$ cat config.mk
export PLATFORM = sky130hd
export DESIGN_NAME = dmem_readback_streamer
export DESIGN_NICKNAME = d
export VERILOG_FILES = /design/src/rtl/dmem_readback_streamer.sv
export SDC_FILE = /design/constraint.sdc
export NUM_CORES = 1
export LEC_CHECK = 0
export ABC_AREA = 1
export BUFFER_PORTS_ARGS = -buffer_cell sky130_fd_sc_hd__buf_2
export CORE_MARGIN = 2
export CORE_UTILIZATION = 54
export DETAILED_ROUTE_END_ITERATION = 7
export GPL_TIMING_DRIVEN = 0
export HOLD_SLACK_MARGIN = 0.15
export PLACE_DENSITY = 0.87
export SETUP_SLACK_MARGIN = 0.02
export SLEW_MARGIN = 20
export SYNTH_ARGS = -nofsm -noshare
export SYNTH_HDL_FRONTEND = slang
export SYNTH_SLANG_ARGS = --single-unit
$ cat constraint.sdc
create_clock -name clk -period 2.8 [get_ports clk]
set_clock_uncertainty 0.2 [all_clocks]
set_input_delay 0.28 -clock clk [delete_from_list [all_inputs] [get_ports clk]]
set_output_delay 0.28 -clock clk [all_outputs]
set_load 0.05 [all_outputs]
$ cat src/rtl/dmem_readback_streamer.sv
// Walks a base/count window of data memory through its synchronous
// read port and streams each word with its address on a valid/ready port.
module dmem_readback_streamer #(
    parameter int DW = 32,
    parameter int AW = 8,
    parameter int CW = 9
) (
    input  logic          clk,
    input  logic          reset,
    input  logic          start,
    input  logic [AW-1:0] base_addr,
    input  logic [CW-1:0] word_count,
    output logic          mem_re,
    output logic [AW-1:0] mem_addr,
    input  logic [DW-1:0] mem_rdata,
    output logic          out_valid,
    input  logic          out_ready,
    output logic [DW-1:0] out_data,
    output logic [AW-1:0] out_addr,
    output logic          out_last,
    output logic          busy,
    output logic          done
);

    typedef enum logic [1:0] {
        IDLE,
        RUN,
        FIN
    } state_t;

    state_t        state;
    logic [AW-1:0] rd_ptr;
    logic [CW-1:0] remaining;

    logic          inflight;
    logic [AW-1:0] inf_addr;
    logic          inf_last;

    logic          sk_valid;
    logic [DW-1:0] sk_data;
    logic [AW-1:0] sk_addr;
    logic          sk_last;

    logic          pop;
    logic          issue;
    logic [1:0]    occ;

    assign pop = out_valid && out_ready;

    // A pop this cycle frees a slot before the issued read can land,
    // which is what lets the stream sustain one word per cycle.
    assign occ = {1'b0, out_valid} + {1'b0, sk_valid}
               + {1'b0, inflight} - {1'b0, pop};

    assign issue = (state == RUN) && (remaining != '0)
                && (occ < 2'd2);

    assign mem_re   = issue;
    assign mem_addr = issue ? rd_ptr : '0;

    always_ff @(posedge clk) begin
        if (reset) begin
            state     <= IDLE;
            rd_ptr    <= '0;
            remaining <= '0;
            inflight  <= 1'b0;
            inf_addr  <= '0;
            inf_last  <= 1'b0;
            sk_valid  <= 1'b0;
            sk_data   <= '0;
            sk_addr   <= '0;
            sk_last   <= 1'b0;
            out_valid <= 1'b0;
            out_data  <= '0;
            out_addr  <= '0;
            out_last  <= 1'b0;
            busy      <= 1'b0;
            done      <= 1'b0;
        end else begin
            done     <= 1'b0;
            inflight <= issue;
            if (issue) begin
                inf_addr  <= rd_ptr;
                inf_last  <= (remaining == CW'(1));
                rd_ptr    <= rd_ptr + AW'(1);
                remaining <= remaining - CW'(1);
            end

            if (pop) begin
                if (sk_valid) begin
                    out_data <= sk_data;
                    out_addr <= sk_addr;
                    out_last <= sk_last;
                    sk_valid <= inflight;
                    if (inflight) begin
                        sk_data <= mem_rdata;
                        sk_addr <= inf_addr;
                        sk_last <= inf_last;
                    end
                end else begin
                    out_valid <= inflight;
                    if (inflight) begin
                        out_data <= mem_rdata;
                        out_addr <= inf_addr;
                        out_last <= inf_last;
                    end
                end
            end else if (inflight) begin
                if (!out_valid) begin
                    out_valid <= 1'b1;
                    out_data  <= mem_rdata;
                    out_addr  <= inf_addr;
                    out_last  <= inf_last;
                end else begin
                    sk_valid <= 1'b1;
                    sk_data  <= mem_rdata;
                    sk_addr  <= inf_addr;
                    sk_last  <= inf_last;
                end
            end

            unique case (state)
                IDLE: begin
                    if (start) begin
                        rd_ptr    <= base_addr;
                        remaining <= word_count;
                        if (word_count == '0) begin
                            state <= FIN;
                            done  <= 1'b1;
                        end else begin
                            state <= RUN;
                            busy  <= 1'b1;
                        end
                    end
                end
                RUN: begin
                    if (pop && out_last) begin
                        state <= FIN;
                        busy  <= 1'b0;
                        done  <= 1'b1;
                    end
                end
                FIN: state <= IDLE;
                default: state <= IDLE;
            endcase
        end
    end

endmodule

==> impl_metrics.tcl, run 1 <==
set metrics [dict create \
    ant_nets 0 \
    core_area_sq_um 9153 \
    pre_cts_slack_ns 0.02377 \
    p_sw_mw 1.342 \
    synth_cells 712 \
    clock_path_buffers 2 \
    endpoint_kind "output pin" \
    drv_cap 0 \
    power_frac_clock 0.470 \
    cts.sink_count 115 \
    seq_area_frac_synth 0.4544 \
    drc_errors 15 \
    ys.warnings.count 0 \
    die_h_um 100.9 \
    total_power_mw 4.825 \
    max_slew_margin 0.5978 \
    nets 962 \
    row_count 35 \
    max_freq_mhz 359.0 \
    synth-edff-count 0 \
    place_inst 928 \
    leakage_nw 3.309 \
    ff2ff_setup_slack_ns 0.15 \
    powerDensity_nw_per_um2 670.5 \
    diodes 0 \
    num_io_pins 106 \
    drt_pass1_iterations 8 \
    fin_crit_ns 2.786 \
    grt_max_degree 17 \
    die-width_um 100.9 \
    period_share 0.9949 \
    stdcell_area_sq_um 7197 \
    synth_cell_types 29 \
    cp_common_cell "nand2_4" \
    worst_setup_path_start_kind "flop" \
    syn_nets 772 \
    initialDrtViolationCount 452 \
    tightest_slew_ns 0.6033 \
    cpMaxStageDelayCell "dfxtp_2" \
    violations "DRC" \
    p_comb_frac 0.159 \
    synth_area_leader_cell "dfxtp_1" \
    cp.required_ns 2.32 \
    grt_pass1_vias 5490 \
    numPortBuffers 105 \
    grt_use_total 0.3225 \
    avgSynthCellArea_sq_um 7.115 \
    routed_via_density 5.681 \
    rsz0062_at_grt "true" \
    h-tree-depth 4 \
    setup_viol 0 \
    synth_most_common_cell "nand2_1" \
    worst_slack_ns 0.01435 \
    place_area_sq_um 5761 \
    cp_max_fo 5 \
    area_delta_synth_final_pct 42.06 \
    yosys-top-cells-count "nand2_1 (127), dfxtp_1 (115), o21ai_0 (104)" \
    p_int_mw 3.484 \
    syn-cell-area_sq_um 5066 \
    stdcell_count 1026 \
    slowest_delay_ns 0.35 \
    ys.flop_type "dfxtp_1" \
    path_cells "nand2_4 -> ha_4 -> ha_4 -> nand2_4 -> nand3_1 -> nand2_1 -> inv_2 -> nand2_4 -> inv_4 -> buf_8 -> nand2_4 -> clkinvlp_4 -> buf_8" \
    grt_pass1_wl_um 25740 \
    wl_per_cell_um 16.18 \
    clockRootBuffer "clkbuf_8" \
    synth.area.top_cells "dfxtp_1 (45%), o21ai_0 (10%), a21oi_1 (9.5%), nand2_1 (9.4%), nor2_1 (7.2%)" \
    cts_buffers 17 \
    gp_congestion 0.8646 \
    hold_viol 0 \
    synth_top_area_share 0.4544 \
    maxSlewViolCount 0 \
    drive_above_1_share 0.2077 \
    dp.final_hpwl_um 8982 \
    start_util 0.5535 \
    clkLatencyLatePin_ns 0.53 \
    switching_share 0.2781 \
    overflow 0 \
    clkSlewWorstSetupHoldPaths_ns 0.06 \
    synth-seq-cells 115 \
    die_area_sq_um 10170 \
    async_flop_share 0 \
    cts_tree "done" \
    vias 5829 \
    status "finished, violations left" \
    crit_type "reg2out" \
    p_seq_frac 0.370 \
    arrival_ns 2.31 \
    wirelength_um 16600 \
    hold_class "in2reg" \
    antenna_found_initial 0 \
    vdd_drop_max_mv 0.4269 \
]
==> state kept, by name, indices dropped and copies added, names as in the netlist, 2 cells and up <==
signal and flops:
state 2, out_addr 8, inf_addr 8, remaining 9, sk_addr 8, out_data 32, sk_data 32, rd_ptr 8
==> kinds of logic after synthesis <==
family	synth area share
and+or+nand+nor	0.2124
buffers and inverters	0.08841
AOI/OAI and AO/OA	0.2119
adders and majority gates	0.01729
DFF	0.4544
xor gates and xnor gates	0.01556
==> timing repair <==
| item | 4_1_cts | 5_1_grt |
|---|---|---|
| pin swaps | 3 | 3 |
| hold endpoints to repair | 96 | 0 |
| hold buffers | 56 | 0 |
| setup buffers | 4 | 5 |
| gates cloned | 1 | 0 |
| setup endpoints to repair | 9 | 9 |
| gates resized for setup | 46 | 8 |
==> worst max-delay path, delay by kind of cell (launching register included) <==
| family | cells | cell delay (ns) |
|---|---|---|
| buffers and inverters | 5 | 0.53 |
| adders and majority gates | 2 | 0.51 |
| and+or+nand+nor | 6 | 0.38 |
| DFF | 1 | 0.35 |
==> per-layer routing <==
metal  GRT usage  routed length [um]  up-vias  part of all wire
met4      0.1760                 676        0             0.041
met3     0.06519                1322       82             0.080
met5           0                   0        -                 0
met2      0.5497                8159      355              0.49
met1      0.3795                6442     2695              0.39
li1            -                   -     2697                 -
==> power groups by stage <==
stage | Combinational (mW) | Clock, mW | Sequential, mW
final | 0.769 | 2.27 | 1.79
after global routing | 0.836 | 2.32 | 1.79
after CTS | 0.728 | 2.24 | 1.78
after detailed placement | 0.609 | 0 | 1.81
after global placement | 0.597 | 0 | 1.81
after floorplan | 0.389 | 0 | 1.86
==> worst paths after layout <==
kind | startpoint | cells after the start | end
worst max-delay path | out_valid$_SDFFE_PP0P_ | 13 | mem_addr[6]
worst min-delay path | out_ready | 5 | state[1]$_SDFFE_PP0P_
worst max register to register | out_valid$_SDFFE_PP0P_ | 8 | sk_data[0]$_SDFFE_PP0P_
worst min register to register | sk_addr[4]$_SDFFE_PP0P_ | 2 | out_addr[4]$_SDFFE_PP0P_
==> stage by stage <==
stage | setup TNS (ns) | utilization | hold WS, ns
floorplan | 0 | - | 0.1491
global placement | 0 | 0.6294 | 0.2524
detailed placement | 0 | 0.6294 | 0.2553
CTS | 0 | 0.7794 | 0.1619
global route | -0.07932 | 0.7863 | 0.2205
finish | 0 | 0.7863 | 0.1951
==> area by class of cell <==
class	count	area [sq um]
multi-input cells	487	2411
flip-flops and latches	115	2305
fillers	577	1956
repair buffers	171	1237
clock buffers	19	431.7
inverters	66	279.0
plain buffers	44	210.2
clock inverters	13	183.9
well taps	111	138.9
==> cells in the final DEF (no fill, tap or decap), types with 3 or more instances in the layout <==
master,n
buf_2,103
dlygate4sd3_1,56
nand2_1,117
ha_1,5
xor2_1,3
buf_4,10
a21oi_1,96
buf_6,3
inv_1,56
o21ai_0,104
clkbuf_16,16
xnor2_1,6
nand4_1,6
buf_8,9
bufinv_16,4
nand2_4,10
nor3_1,3
clkbuf_1,35
clkinv_4,3
nand3_1,20
dfxtp_1,113
clkinv_2,3
nand2_2,3
nor2_1,97
clkinvlp_4,10
Power figures use the tool's default switching activity.
==> run 2: changes to the inputs <==
--- a/config.mk
+++ b/config.mk
@@ -8,11 +8,11 @@
 export ABC_AREA = 1
 export BUFFER_PORTS_ARGS = -buffer_cell sky130_fd_sc_hd__buf_2
 export CORE_MARGIN = 2
-export CORE_UTILIZATION = 54
+export CORE_UTILIZATION = 59
 export DETAILED_ROUTE_END_ITERATION = 7
 export GPL_TIMING_DRIVEN = 0
 export HOLD_SLACK_MARGIN = 0.15
-export PLACE_DENSITY = 0.87
+export PLACE_DENSITY = 0.93
 export SETUP_SLACK_MARGIN = 0.02
 export SLEW_MARGIN = 20
 export SYNTH_ARGS = -nofsm -noshare
==> constraint.sdc (replaced) <==
create_clock -name clk -period 3.3 [get_ports clk]
set_clock_uncertainty 0.2 [all_clocks]
set_input_delay 0.33 -clock clk [delete_from_list [all_inputs] [get_ports clk]]
set_output_delay 0.33 -clock clk [all_outputs]
set_load 0.05 [all_outputs]
==> run 2 against run 1 <==
The flow now finishes without violations. Die area is 8.1% lower. Cell count is 2.2% lower. Combinational power is 22% lower. Sequential power is 16% lower. Register-to-register slack better by 0.73 ns. First-iteration DRC count is 35% higher. Critical path depth is 1 higher. Count of clock-buffer cells in the layout is 1 higher. Total power is 22% lower. Highest routed layer unchanged.
==> impl_metrics.tcl, run 2 (synthesized netlist as in run 1, its figures left out) <==
set metrics [dict create \
    gp_congestion 0.8587 \
    cp_max_fo 10 \
    routed_via_density 5.864 \
    p_seq_frac 0.399 \
    clkLatencyLatePin_ns 0.53 \
    max_slew_margin 0.6219 \
    core_area_sq_um 8258 \
    wirelength_um 16910 \
    initialDrtViolationCount 611 \
    vdd_drop_max_mv 0.3047 \
    cts_setup_buffers 0 \
    die-width_um 96.67 \
    ant_nets 0 \
    grt_use_total 0.3565 \
    endpoint_kind "output pin" \
    h-tree-depth 4 \
    drv_cap 0 \
    overflow 0 \
    use_met1 0.4075 \
    vias 5882 \
    fin_setup_tns_ns 0 \
    reg_top3 "out_data (32), sk_data (32), remaining (9)" \
    ff2ff_setup_slack_ns 0.88 \
    final_util 0.8230 \
    drt_pass1_iterations 8 \
    cts_tree "done" \
    leakage_nw 3.165 \
    p_sw_mw 1.089 \
    diodes 0 \
    switching_share 0.2878 \
    drc_errors 0 \
    cp.required_ns 2.77 \
    grt_pass1_vias 5765 \
    max_freq_mhz 317.3 \
    row_count 33 \
    clockRootBuffer "clkbuf_8" \
    drive_above_1_share 0.1748 \
    start_util 0.6135 \
    hold_viol 0 \
    clkSlewWorstSetupHoldPaths_ns 0.06 \
    crit_type "reg2out" \
    cts.sink_count 115 \
    p_int_mw 2.696 \
    maxSlewViolCount 0 \
    grt_max_degree 17 \
    rsz0062_at_grt "false" \
    setup_viol 0 \
    wl_per_cell_um 16.86 \
    use_met3 0.07587 \
    period_share 0.9550 \
    powerDensity_nw_per_um2 556.9 \
    power_frac_clock 0.442 \
    status "completed" \
    fin_crit_ns 3.151 \
    area_delta_synth_final_pct 34.16 \
    die_area_sq_um 9344 \
    grt_pass1_wl_um 27190 \
    final_cell_mix "nand2_1 (126), dfxtp_1 (114), buf_2 (104), o21ai_0 (104), nor2_1 (97)" \
    numPortBuffers 105 \
    die_h_um 96.67 \
    worst_setup_path_start_kind "flop" \
    antenna_found_initial 0 \
    p_comb_frac 0.159 \
    nets 947 \
    arrival_ns 2.62 \
    clock_path_buffers 2 \
    layout_commonest_cell "nand2_1" \
    dp.final_hpwl_um 9676 \
    cts_buffers 17 \
    num_io_pins 106 \
    top_usage_layer "met2" \
    met2_usage 0.6181 \
    tightest_slew_ns 0.5671 \
    hold_class "in2reg" \
]
[run 2: changes by cell type in the layout (fill, tap and decap cells not counted), moves of 3 or more]
cell,change
buf_4,-6
buf_8,-8
bufinv_16,-3
clkinvlp_4,-7
dlygate4sd3_1,-5
inv_1,+9
nand2_1,+9
nand2_4,-9
[run 2: worst paths after layout]
path                            startpoint  cells past startpoint                        end
setup / recovery       inflight$_SDFF_PP0_                     14                mem_addr[3]
hold / removal                       start                      6    remaining[0]$_SDFF_PP0_
setup reg to reg       inflight$_SDFF_PP0_                     15    remaining[8]$_SDFF_PP0_
hold reg to reg   sk_data[24]$_SDFFE_PP0P_                      2  out_data[24]$_SDFFE_PP0P_
[run 2: metal layers]
metal | vias to the layer above | share of wire
li1 | 2662 | -
met1 | 2681 | 0.36
met2 | 438 | 0.49
met3 | 101 | 0.096
met4 | 0 | 0.051
met5 | - | 0
[run 2: power by group through the flow]
stage,clock network [mW],registers (mW),logic (mW)
2_1_floorplan,0,1.58,0.325
3_3_place_gp,0,1.53,0.495
3_5_place_dp,0,1.53,0.517
4_1_cts,1.65,1.51,0.574
5_1_grt,1.73,1.52,0.652
6_report,1.67,1.51,0.602
[run 2: stage by stage]
stage / hold WS, ns / worst slack, ns / power (mW) / instance area (sq um) / instances
final: 0.1655 / 0.1485 / 3.785 / 6797 / 1003
after global routing: 0.2287 / 0.04034 / 3.902 / 6797 / 1003
after CTS: 0.1730 / 0.03681 / 3.725 / 6775 / 1003
after detailed placement: 0.2578 / 0.4061 / 2.052 / 5723 / 922
after global placement: 0.2489 / 0.4680 / 2.026 / 5723 / 922
after floorplan: 0.1991 / 0.07945 / 1.906 / 5066 / 712
[run 2: what timing repair did]
| item | 4_1_cts | 5_1_grt |
|---|---|---|
| setup endpoints to repair | 7 | 8 |
| resized for setup | 5 | 10 |
| hold endpoints to repair | 88 | 0 |
| hold buffers | 51 | 0 |
[run 2: final cells by class]
type	instances	area [sq um]
Fill cell	481	1461
Tap cell	105	131.4
Buffer	44	206.4
Timing Repair Buffer	156	1057
Clock inverter	10	86.33
Multi-Input combinational cell	487	2318
Clock buffer	20	445.4
Sequential cell	115	2303
Inverter	66	247.7
[run 2: critical path: stages (launching register included)]
cell and delay [ns]:
dfxtp_1 0.36, inv_1 0.11, ha_1 0.31, ha_1 0.28, nand2_1 0.09, nand2_1 0.05
nand2_1 0.05, nand2_1 0.05, inv_2 0.12, nand2_4 0.06, inv_1 0.11, buf_6 0.15
nand2_1 0.08, inv_1 0.06, clkbuf_4 0.22
==> run 3: changes to the inputs <==
--- a/config.mk
+++ b/config.mk
@@ -6,13 +6,13 @@
 export NUM_CORES = 1
 export LEC_CHECK = 0
 export ABC_AREA = 1
-export BUFFER_PORTS_ARGS = -buffer_cell sky130_fd_sc_hd__buf_2
 export CORE_MARGIN = 2
-export CORE_UTILIZATION = 59
+export CORE_UTILIZATION = 60
 export DETAILED_ROUTE_END_ITERATION = 7
+export DONT_BUFFER_PORTS = 1
 export GPL_TIMING_DRIVEN = 0
 export HOLD_SLACK_MARGIN = 0.15
-export PLACE_DENSITY = 0.93
+export PLACE_DENSITY = 0.84
 export SETUP_SLACK_MARGIN = 0.02
 export SLEW_MARGIN = 20
 export SYNTH_ARGS = -nofsm -noshare
==> run 3 against run 2 <==
The run now ends with DRC left. Flip-flop and latch count did not move. Global-route usage fell by 2.7 points. Cell area fell by 5.1%. Register-to-register slack got worse by 0.03 ns.
==> impl_metrics.tcl, run 3 (synthesized netlist as in run 1, its figures left out) <==
set metrics [dict create \
    clkSlewWorstSetupHoldPaths_ns 0.06 \
    initialDrtViolationCount 341 \
    drt_pass1_iterations 8 \
    rsz0062_at_grt "false" \
    status "finished, violations left" \
    endpoint_kind "output pin" \
    r2r-end "rd_ptr[5]$_SDFF_PP0_" \
    path_cells "nand2_4 -> ha_4 -> ha_1 -> nand2_1 -> nand2_1 -> nand2_1 -> nand2_1 -> inv_2 -> nand2_4 -> inv_4 -> bufbuf_16 -> nand2_4 -> clkinvlp_4" \
    numPortBuffers 0 \
    worstRegToRegCells 15 \
    tightest_slew_ns 0.5693 \
    overflow 0 \
    diodes 0 \
    antenna_found_initial 0 \
    fin_crit_ns 3.235 \
    cp.required_ns 2.77 \
    p_seq_frac 0.408 \
    p_comb_frac 0.136 \
    area_delta_synth_final_pct 27.34 \
    violations "DRC" \
    hp-start "start" \
    cts.sink_count 115 \
    ff2ff_setup_slack_ns 0.85 \
    vias 5325 \
    powerDensity_nw_per_um2 599.1 \
    stdcell_count 907 \
    regArea_sq_um 2306 \
    holdPathEnd "done$_SDFF_PP0_" \
    die_h_um 95.89 \
    slowest_delay_ns 0.48 \
    nets 849 \
    fill_cells 553 \
    cp_common_cell "nand2_1" \
    wl_per_cell_um 16.71 \
    total_power_mw 3.865 \
    hold_viol 0 \
    clock_path_buffers 2 \
    arrival_ns 2.71 \
    start_util 0.6166 \
    grt_use_total 0.3292 \
    vdd_drop_max_mv 0.3284 \
    ant_nets 0 \
    leakage_nw 2.689 \
    core_area_sq_um 8217 \
    drive_above_1_share 0.08728 \
    place_inst 817 \
    power_frac_clock 0.456 \
    clkLatencyLatePin_ns 0.53 \
    row_count 33 \
    wirelength_um 15160 \
    drc_errors 1 \
    hold-path-cell-count 3 \
    h-tree-depth 4 \
    hold_class "in2reg" \
    num_io_pins 106 \
    fin_setup_tns_ns 0 \
    setup_viol 0 \
    die-width_um 95.89 \
    period_share 0.9804 \
    routed_via_density 5.871 \
    max_freq_mhz 309.1 \
    cpMaxStageDelayCell "dfxtp_4" \
    max_slew_margin 0.6199 \
    gp_congestion 0.9078 \
    p_sw_mw 1.161 \
    layout_commonest_cell "nand2_1" \
    final_cell_mix "nand2_1 (123), dfxtp_1 (114), o21ai_0 (104)" \
    grt_max_degree 17 \
    clockRootBuffer "clkbuf_8" \
    die_area_sq_um 9195 \
    dp.final_hpwl_um 9108 \
    cts_buffers 17 \
    cp_max_fo 4 \
    grt_pass1_wl_um 23280 \
    multi_input_area_sq_um 2354 \
    worst_setup_path_start_kind "flop" \
    p_int_mw 2.704 \
    reg_top3 "out_data (32), sk_data (32), remaining (9)" \
    crit_type "reg2out" \
    maxSlewViolCount 0 \
    grt_pass1_vias 5073 \
    r2r_start "out_valid$_SDFFE_PP0P_" \
    crit_start "out_valid$_SDFFE_PP0P_" \
    drv_cap 0 \
    cts_tree "done" \
    switching_share 0.3004 \
]
-- run 3: power by group through the flow --
stage	registers (mW)	clock network (mW)	logic [mW]
final	1.58	1.76	0.527
after global routing	1.58	1.83	0.578
after CTS	1.57	1.76	0.497
after detailed placement	1.60	0	0.400
after global placement	1.59	0	0.380
after floorplan	1.58	0	0.325
-- run 3: routing by layer --
| layer | track usage | vias to the layer above | share of wire |
|---|---|---|---|
| li1 | - | 2469 | - |
| met1 | 0.3782 | 2465 | 0.38 |
| met2 | 0.5653 | 327 | 0.49 |
| met3 | 0.09945 | 64 | 0.094 |
| met4 | 0.1440 | 0 | 0.030 |
| met5 | 0 | - | 0 |
-- run 3: final cells by class --
class,instances,area share
multi-input cells,487,0.3648
flip-flops and latches,115,0.3574
repair buffers,58,0.09271
clock buffers,18,0.06633
inverters,66,0.04286
plain buffers,44,0.03336
clock inverters,14,0.02211
well taps,105,0.02036
-- run 3: worst max-delay path by stage --
| stage | end | slack, ns | depth (start not counted) |
|---|---|---|---|
| floorplan | mem_addr[1] | 0.08 | 13 |
| global placement | mem_addr[4] | -0.23 | 13 |
| detailed placement | mem_addr[5] | -0.33 | 13 |
| CTS | mem_addr[4] | 0.03 | 13 |
| global route | mem_addr[4] | 0.03 | 13 |
| finish | mem_addr[6] | 0.06 | 13 |
-- run 3: timing repair --
action,in CTS,in global routing
gates resized for setup,20,4
hold buffers,55,0
pin swaps,0,1
setup endpoints to repair,9,8
hold endpoints to repair,98,0
buffers inserted,1,1
gates cloned,1,0
-- run 3: worst max-delay path: cells and delay by family, from the launching register on --
kind	cells	cell delay, ns
adders and majority gates	2	0.49
buffers and inverters	4	0.61
DFF	1	0.48
and+or+nand+nor	7	0.60
-- run 3: through the flow --
| stage | hold WS (ns) | area, sq um | worst slack, ns | util |
|---|---|---|---|---|
| after floorplan | 0.1991 | 5066 | 0.07945 | - |
| after global placement | 0.2020 | 5197 | -0.2262 | 0.6326 |
| after detailed placement | 0.2026 | 5197 | -0.3256 | 0.6326 |
| after CTS | 0.1587 | 6419 | 0.03092 | 0.7812 |
| after global routing | 0.2581 | 6451 | 0.02856 | 0.7851 |
| final | 0.2119 | 6451 | 0.06457 | 0.7851 |
